**src/rtl/gin_pkg.sv**
```systemverilog
// gin_pkg
// Shared definitions for the global input network (GIN) multicast block:
//   - gin_state_e          : delivery FSM state encoding (S_IDLE, S_DELIVER)
//   - DEFAULT_XBUS_NUMS    : default number of X-buses (PE rows)
//   - DEFAULT_PE_NUMS      : default number of PEs per X-bus
//   - DEFAULT_ROW_LEN      : default width of the row tag
//   - DEFAULT_ID_LEN       : default width of the PE id tag
//   - GIN_WILDCARD         : all-ones tag, truncated to the tag width where used;
//                            only acts as a wildcard when GIN_BROADCAST_EN is defined
package gin_pkg;

  typedef enum logic {
    S_IDLE    = 1'b0,
    S_DELIVER = 1'b1
  } gin_state_e;

  localparam int DEFAULT_XBUS_NUMS = 12;
  localparam int DEFAULT_PE_NUMS   = 14;
  localparam int DEFAULT_ROW_LEN   = 4;
  localparam int DEFAULT_ID_LEN    = 4;

  localparam logic [31:0] GIN_WILDCARD = 32'hFFFF_FFFF;

endpackage

```
**src/rtl/gin_tag_match.sv**
```systemverilog
// gin_tag_match
// Combinational tag matcher. A PE is targeted when its X-bus row tag equals
// row_id and its own id tag equals col_id.
// Optional feature macro: GIN_BROADCAST_EN. When defined, an all-ones row_id
// matches every row and an all-ones col_id matches every PE id within a
// matching row. When undefined, all-ones is compared literally.
// Ports:
//   row_tag  in  XBUS_NUMS x ROW_LEN          per-row tag (index x)
//   id_tag   in  XBUS_NUMS*PE_NUMS x ID_LEN   per-PE id tag (index x*PE_NUMS+p)
//   row_id   in  ROW_LEN                      destination row tag
//   col_id   in  ID_LEN                       destination PE id tag
//   mask     out XBUS_NUMS*PE_NUMS            one bit per targeted PE
module gin_tag_match
  import gin_pkg::*;
#(
  parameter int XBUS_NUMS = DEFAULT_XBUS_NUMS,
  parameter int PE_NUMS   = DEFAULT_PE_NUMS,
  parameter int ROW_LEN   = DEFAULT_ROW_LEN,
  parameter int ID_LEN    = DEFAULT_ID_LEN
) (
  input  logic [XBUS_NUMS-1:0][ROW_LEN-1:0]       row_tag,
  input  logic [XBUS_NUMS*PE_NUMS-1:0][ID_LEN-1:0] id_tag,
  input  logic [ROW_LEN-1:0]                      row_id,
  input  logic [ID_LEN-1:0]                       col_id,
  output logic [XBUS_NUMS*PE_NUMS-1:0]            mask
);

  logic row_any;
  logic col_any;

`ifdef GIN_BROADCAST_EN
  localparam logic [ROW_LEN-1:0] ROW_WILD = ROW_LEN'(GIN_WILDCARD);
  localparam logic [ID_LEN-1:0]  ID_WILD  = ID_LEN'(GIN_WILDCARD);

  assign row_any = (row_id == ROW_WILD);
  assign col_any = (col_id == ID_WILD);
`else
  assign row_any = 1'b0;
  assign col_any = 1'b0;
`endif

  always_comb begin
    mask = '0;
    for (int x = 0; x < XBUS_NUMS; x++) begin
      for (int p = 0; p < PE_NUMS; p++) begin
        mask[x*PE_NUMS+p] = (row_any || (row_tag[x] == row_id)) &&
                            (col_any || (id_tag[x*PE_NUMS+p] == col_id));
      end
    end
  end

endmodule

```
**src/rtl/gin_multicast.sv**
```systemverilog
// gin_multicast
// Global input network for one operand stream of the PE array. Accepts tagged
// words from the controller and multicasts each one to every PE whose scan-
// configured row tag and id tag match; ready returns only after every
// targeted PE has taken the word. A word matching no PE is dropped and
// reported with a one-cycle no_target pulse.
// Optional feature macro: GIN_BROADCAST_EN (wildcard all-ones tags, handled
// inside gin_tag_match).
// Ports:
//   clk        in  1                  clock
//   rst        in  1                  asynchronous active-low reset
//   set_row    in  1                  shift scan_in low bits into the row-tag chain
//   set_id     in  1                  shift scan_in low bits into the id-tag chain
//   scan_in    in  DATA_WIDTH         scan word (only low tag bits used)
//   enable     in  1                  controller word valid
//   ready      out 1                  block can accept a word
//   row_id     in  ROW_LEN            destination row tag
//   col_id     in  ID_LEN             destination PE id tag
//   data_in    in  DATA_WIDTH         payload
//   pe_valid   out XBUS_NUMS*PE_NUMS  per-PE valid, bit x*PE_NUMS+p
//   pe_ready   in  XBUS_NUMS*PE_NUMS  per-PE ready
//   pe_data    out DATA_WIDTH         payload broadcast to all PEs
//   no_target  out 1                  pulse: accepted word matched no PE
module gin_multicast
  import gin_pkg::*;
#(
  parameter int XBUS_NUMS  = DEFAULT_XBUS_NUMS,
  parameter int PE_NUMS    = DEFAULT_PE_NUMS,
  parameter int ROW_LEN    = DEFAULT_ROW_LEN,
  parameter int ID_LEN     = DEFAULT_ID_LEN,
  parameter int DATA_WIDTH = 32
) (
  input  logic                         clk,
  input  logic                         rst,
  input  logic                         set_row,
  input  logic                         set_id,
  input  logic [DATA_WIDTH-1:0]        scan_in,
  input  logic                         enable,
  output logic                         ready,
  input  logic [ROW_LEN-1:0]           row_id,
  input  logic [ID_LEN-1:0]            col_id,
  input  logic [DATA_WIDTH-1:0]        data_in,
  output logic [XBUS_NUMS*PE_NUMS-1:0] pe_valid,
  input  logic [XBUS_NUMS*PE_NUMS-1:0] pe_ready,
  output logic [DATA_WIDTH-1:0]        pe_data,
  output logic                         no_target
);

  localparam int NUM_PE = XBUS_NUMS * PE_NUMS;

  gin_state_e state_q, state_d;

  logic [XBUS_NUMS-1:0][ROW_LEN-1:0] row_tag_q, row_tag_d;
  logic [NUM_PE-1:0][ID_LEN-1:0]     id_tag_q, id_tag_d;

  logic [NUM_PE-1:0]     mask_q, mask_d;
  logic [NUM_PE-1:0]     done_q, done_d;
  logic [DATA_WIDTH-1:0] pe_data_q, pe_data_d;
  logic                  no_target_q, no_target_d;

  logic [NUM_PE-1:0] match_mask;
  logic [NUM_PE-1:0] accepted;

  // Only the low tag bits of the scan word are stored.
  logic unused_scan_bits;
  assign unused_scan_bits = ^scan_in;

  gin_tag_match #(
    .XBUS_NUMS (XBUS_NUMS),
    .PE_NUMS   (PE_NUMS),
    .ROW_LEN   (ROW_LEN),
    .ID_LEN    (ID_LEN)
  ) u_tag_match (
    .row_tag (row_tag_q),
    .id_tag  (id_tag_q),
    .row_id  (row_id),
    .col_id  (col_id),
    .mask    (match_mask)
  );

  // Both outputs come straight from registers, so enable never reaches ready
  // combinationally.
  assign ready     = (state_q == S_IDLE);
  assign pe_valid  = (state_q == S_DELIVER) ? (mask_q & ~done_q) : '0;
  assign pe_data   = pe_data_q;
  assign no_target = no_target_q;

  // Scan chains: new word enters at the top entry, everything moves down one,
  // so the first word written ends up in entry 0 after a full chain of shifts.
  always_comb begin
    row_tag_d = row_tag_q;
    id_tag_d  = id_tag_q;
    if (set_row) begin
      row_tag_d = {scan_in[ROW_LEN-1:0], row_tag_q[XBUS_NUMS-1:1]};
    end
    if (set_id) begin
      id_tag_d = {scan_in[ID_LEN-1:0], id_tag_q[NUM_PE-1:1]};
    end
  end

  // Delivery FSM. The target mask is frozen at accept so later scan shifts
  // cannot redirect a word already in flight.
  always_comb begin
    state_d     = state_q;
    mask_d      = mask_q;
    done_d      = done_q;
    pe_data_d   = pe_data_q;
    no_target_d = 1'b0;
    accepted    = pe_valid & pe_ready;
    case (state_q)
      S_IDLE: begin
        if (enable) begin
          pe_data_d = data_in;
          mask_d    = match_mask;
          done_d    = '0;
          if (|match_mask) begin
            state_d = S_DELIVER;
          end else begin
            no_target_d = 1'b1;
          end
        end
      end
      S_DELIVER: begin
        done_d = done_q | accepted;
        if (done_d == mask_q) begin
          state_d = S_IDLE;
        end
      end
      default: state_d = S_IDLE;
    endcase
  end

  always_ff @(posedge clk or negedge rst) begin
    if (!rst) begin
      state_q     <= S_IDLE;
      row_tag_q   <= '0;
      id_tag_q    <= '0;
      mask_q      <= '0;
      done_q      <= '0;
      pe_data_q   <= '0;
      no_target_q <= 1'b0;
    end else begin
      state_q     <= state_d;
      row_tag_q   <= row_tag_d;
      id_tag_q    <= id_tag_d;
      mask_q      <= mask_d;
      done_q      <= done_d;
      pe_data_q   <= pe_data_d;
      no_target_q <= no_target_d;
    end
  end

endmodule
```
**config.mk**
```make
export PLATFORM = sky130hd
export DESIGN_NAME = gin_multicast
export DESIGN_NICKNAME = d
export VERILOG_FILES = /design/src/rtl/gin_pkg.sv /design/src/rtl/gin_tag_match.sv /design/src/rtl/gin_multicast.sv
export SDC_FILE = /design/constraint.sdc
export NUM_CORES = 2
export LEC_CHECK = 0
export BUFFER_PORTS_ARGS = -buffer_cell sky130_fd_sc_hd__buf_2
export CORE_UTILIZATION = 63
export CTS_BUF_LIST = sky130_fd_sc_hd__clkbuf_4 sky130_fd_sc_hd__clkbuf_8 sky130_fd_sc_hd__clkbuf_16
export DETAILED_ROUTE_END_ITERATION = 8
export HOLD_SLACK_MARGIN = 0.06
export PLACE_DENSITY = 0.84
export SYNTH_ARGS = -nofsm -noshare
export SYNTH_HDL_FRONTEND = slang
export SYNTH_SLANG_ARGS = --single-unit
```
**constraint.sdc**
```tcl
create_clock -name clk -period 5.95 [get_ports clk]
set_input_delay 0.595 -clock clk [delete_from_list [all_inputs] [get_ports clk]]
set_output_delay 0.595 -clock clk [all_outputs]
set_load 0.005 [all_outputs]
```
---- After elaboration in Yosys (flattened, before gate mapping) ----
Cells that the tools add are included.
Widths: inputs -> output; s select.
storage, ports and cells
  register bits ........................... 1,090
  input port bits ......................... 245
  output and inout port bits .............. 202
  logic and storage cells ................. 552
cells by class
  eq/ne operators ......................... 182
  mux-type cells .......................... 10
  bitwise logic cells ..................... 5
  reductions and logical operators ........ 170
operator list
  operator            number
  $eq 4x4->1          180
  $and 168x168->168   2
  $mux 168            2
  $pmux 168 s2        1
  $eq 168x168->1      1
  $logic_and 1x1->1   168
  $not 168->168       1
  $or 168x168->168    1
  $reduce_or 168->1   1
  $mux 1              6
  $ne 2x2->1 const B  1
  $pmux 1 s2          1
  $reduce_and 2->1    1
  $not 1->1           1

---- Logic depth before layout (Yosys ltp) ----
  word-level depth ........................ 8
  gate-level depth with buffers ........... 12
  mapped depth without buffers ............ 8

---- By module ----
Synthesis repeated with hierarchy kept, for this count alone.
unflattened totals
  cell total of the unflattened synthesis .. 4,897
  area, all modules ....................... 54,146.9 µm²
modules (own cells, without submodules)
  module         times used  cells each  area each (µm²)  seq. area each (µm²)
  gin_multicast  1           3,737       45,063.2         27,276.2
  gin_tag_match  1           1,160       9,083.7          0.0

---- Worst setup path before layout ----
No wires, ideal clock.
  path kind ............................... input -> register
  start ................................... in col_id[2]
  end ..................................... reg state_q
  library setup time ...................... 121 ps
  arrival ................................. 2,248 ps
  required time ........................... 5,829 ps
  slack ................................... 3,581 ps
  stages .................................. 12
  path buffers ............................ 4
  cell sequence ........................... buf_4 > buf_6 > buf_6 > buf_8 > xnor2_1 > nand4_1 > o22ai_1 > nor4_1 > nand4_1 > nor2_1 > nand4_1 > a22o_1
on the way
  word-level cells in the longest chain between the ends .. 6
  elaborated cells between the ends (all ways) .. 340
  those cells by class .................... 168 x eq/ne; 3 x mux; 169 x reduce/logical
RTL lines
  element               RTL line              source
  from (decl)           gin_multicast.sv:41   input logic [ID_LEN-1:0] col_id,
  $eq 4x4->1            gin_tag_match.sv:47   (col_any || (id_tag[x*PE_NUMS+p] == col_id));
  $logic_and 1x1->1     gin_tag_match.sv:46   mask[x*PE_NUMS+p] = (row_any || (row_tag[x] == row_id)) &&
  $reduce_or 168->1 *   gin_multicast.sv:116  if (|match_mask) begin
  $mux 1 *              gin_multicast.sv:116
  $mux 1 *              gin_multicast.sv:112  if (enable) begin
  $pmux 1 s2 *          gin_multicast.sv:110  case (state_q)
  net state_d           gin_multicast.sv:51   gin_state_e state_q, state_d;
  to (signal assigned)  gin_multicast.sv:143  state_q <= state_d;
  to (decl)             gin_multicast.sv:51
Mark *: on every way through the listed nets, which the timed path passes. The rest lies on a longest branch.
A chain may end at the register's enable or synchronous reset.

---- Worst setup path in the final report ----
  start ................................... reg state_q
  end ..................................... out pe_valid[65]
on the way
  word-level cells in the longest chain between the ends .. 1
RTL lines
  element    RTL line             source
  $mux 168   gin_multicast.sv:84  assign pe_valid = (state_q == S_DELIVER) ? (mask_q & ~done_q) : '0;
  to (decl)  gin_multicast.sv:43  output logic [XBUS_NUMS*PE_NUMS-1:0] pe_valid,
Every way passes these cells.

==> out/metrics.cfg <==
[synth]
synth_nets=4860
synth_area_leaders=dfrtp_1 (51%), mux2_2 (15%), xnor2_1 (11%), o22ai_1 (2.4%), a21oi_1 (2.3%)
seq_area_frac_synth_pct=51.3
synthesis.area_um2=53200
synth_edf_count=0
synth-seq-cells=1090
dominantRegCellSynth=dfrtp_1
syn-mean-instance-area_um2=11.5
synth_cells=4615
netlist.top_cell.by_area=dfrtp_1
ys_types=45
synth.top_cell.area_share_pct=51.3
ys_warn_count=0
async_reset_ff_share_pct=100

[floorplan]
fp.coreArea_um2=83600
initial_utilization_pct=63.6
floorplan.rows=106
die_w_um=292
io_pins=447
dieHeight_um=292
fp.dieArea_um2=85500

[timing]
clock_skew_ps=28.6
slew_headroom_pct=9.05
max_freq_mhz=268
hold_slack_ps=103
rsz0062_at_grt=no
setup_ws_ps=2210
fin_crit_sh_pct=62.8
report.final.slew_viol_count=0
setup_viol=0
worstMarginPinSlew_ps=1350
hold_violations=0
finalSetupTns_ps=0
period_minus_slack_ps=3740

[power_and_ir_drop]
p_total_mw=21.3
p_sw_mw=6.81
p_int_mw=14.5
seqPwrFrac_pct=44.7
p_leak_nw=27.5
vdd_ir_drop_max_uv=259
pwr_density_cell_nw_per_um2=357
clkPwrFrac_pct=34.3
power_frac_comb_pct=21.0
p_sw_share_pct=31.9

[finish]
nets=5177
ff_latch_area_um2=27300
multiInputGateArea_um2=23800
layout-drive-gt1-share_pct=28.1
fin_util_pct=71.6
fillers=5557
fin_cells=6111
area_growth_pct=12.6
fin_area_um2=59800

[placed_design]
gp_congestion=1.05
port_buffers=418
pre_cts_ws_ps=2330
place_area_um2=56000
dp_cells=5899
place_hpwl_um=130000

[clock_tree]
htree_levels=3
cts.sinks=1090
path_clk_slew_ps=60
cts_tree=yes
cts_buffers=110
clock-root-buffer=clkbuf_16
post_cts_buffers=0
cts_resized=0
clk_path_buf_depth=3
insertion_delay_ps=690
ctsHoldBuffers=1

[worst_hold_path]
hold_path_depth=3
hold_path.class=input port to flop

[global_routing]
use_met2_pct=62.2
antenna_found_initial=16
grt_use_met3_pct=8.76
use_met1_pct=54.2
grt_most_used_layer=met2
grt_pass1_wl_um=261000
overflow=0
track_usage_pct=41.8
grt_pass1_vias=38800
grt_max_degree=186

[flow_run]
maxCapViolCount=0

[setup_path]
critical_path_class=flop to primary output
reg2reg_slack_ps=2540
crit_path_start_kind=flop
cp.arrival_ps=3140
required_ps=5360
cp-end-kind=primary output
crit_fanout=69
reg2reg_depth=7

[route]
dr.pass1.iters=9
routed_wl_um=180000
ant_nets=0
wire_per_inst_um=29.5
num_vias=40100
drc_errors=0
via_per_inst=6.55
drtIter0Drc=5071

[run_status]
status=finished, final reports clean

## metal layers
metal  routed length, um  up-vias  share of wire (%)
met5                  35        -              0.019
met4               15900        6                8.8
met3               17700      596                9.8
met2               79300     2293                 44
met1               67300    20000                 37
li1                    -    17100                  -
## registers in the layout, indices dropped and copies added, names as in the netlist
register,cells
no_target,1
row_tag_q,48
mask_q,168
done_q,168
state_q,1
id_tag_q,672
pe_data,32
## placed cells by master, fill, tap and decap left out, types with 16 or more instances in the layout
cell / synthesis / routed
clkbuf_4: 2 / 26
o21ai_0: 43 / 43
or3_1: 34 / 34
nor3_1: 92 / 92
clkinv_2: 0 / 18
buf_2: 26 / 411
buf_12: 0 / 16
nand4_1: 189 / 189
nand2_1: 249 / 248
o22ai_1: 205 / 205
clkbuf_16: 0 / 113
nor4_1: 68 / 68
mux2_2: 721 / 721
and3_1: 108 / 108
o31ai_1: 126 / 126
xor2_1: 26 / 26
clkbuf_8: 0 / 28
inv_1: 166 / 166
buf_4: 22 / 53
nor3b_1: 121 / 121
nor2_1: 76 / 75
a21oi_1: 249 / 249
xnor2_1: 694 / 694
dfrtp_1: 1090 / 1089
## synthesized netlist by cell type (all sizes together) (92+ instances only)
cell	instances
a21oi	249
dfrtp	1090
and3	108
nor3b	121
o22ai	205
xnor2	694
mux2	721
nand4	191
clkbuf	182
buf	100
nand2	249
inv	167
o31ai	126
nor3	92
## logic make-up (layout without fill, tap and decap cells)
family / after synthesis / count (layout) / share of synthesized area (%)
multiplexers: 721 / 721 / 15.3
buffers and inverters: 450 / 852 / 3.88
AND/OR/NAND/NOR: 964 / 964 / 9.95
other: 0 / 14 / 0
flip-flops: 1090 / 1090 / 51.3
AO/OA/AOI/OAI: 670 / 670 / 7.72
XOR/XNOR: 720 / 720 / 11.9
## power groups by stage
stage               logic (mW)  registers [mW]  clock network (mW)
global placement          4.21            9.56                   0
CTS                       4.39            9.51                7.33
floorplan                 2.95            9.32                   0
detailed placement        4.33            9.63                   0
finish                    4.49            9.54                7.31
global route              4.76            9.67                7.64
## cell type report
class,instances,share of cell area [%]
clock buffers,167,5.70
flip-flops and latches,1090,45.6
multi-input cells,3075,39.8
well taps,1080,2.26
inverters,168,1.06
repair buffers,487,4.81
clock inverters,30,0.698
diodes,14,0.0586
## critical path: stages (launching register included)
cell and delay, ps:
dfrtp_4 750, inv_6 360, buf_4 330, nor3_1 700, buf_2 250
## final timing paths
path                                            from                        end
max                                state_q$_DFF_PN0_               pe_valid[65]
min                                      data_in[20]    pe_data[20]$_DFFE_PN0P_
max reg2reg                row_tag_q[35]$_DFFE_PN0P_          state_q$_DFF_PN0_
min reg2reg                  pe_data[18]$_DFFE_PN0P_    pe_data[18]$_DFFE_PN0P_
max in group asynchronous                        rst  id_tag_q[547]$_DFFE_PN0P_
min in group asynchronous                        rst     pe_data[5]$_DFFE_PN0P_
Power figures use the tool's default switching activity.
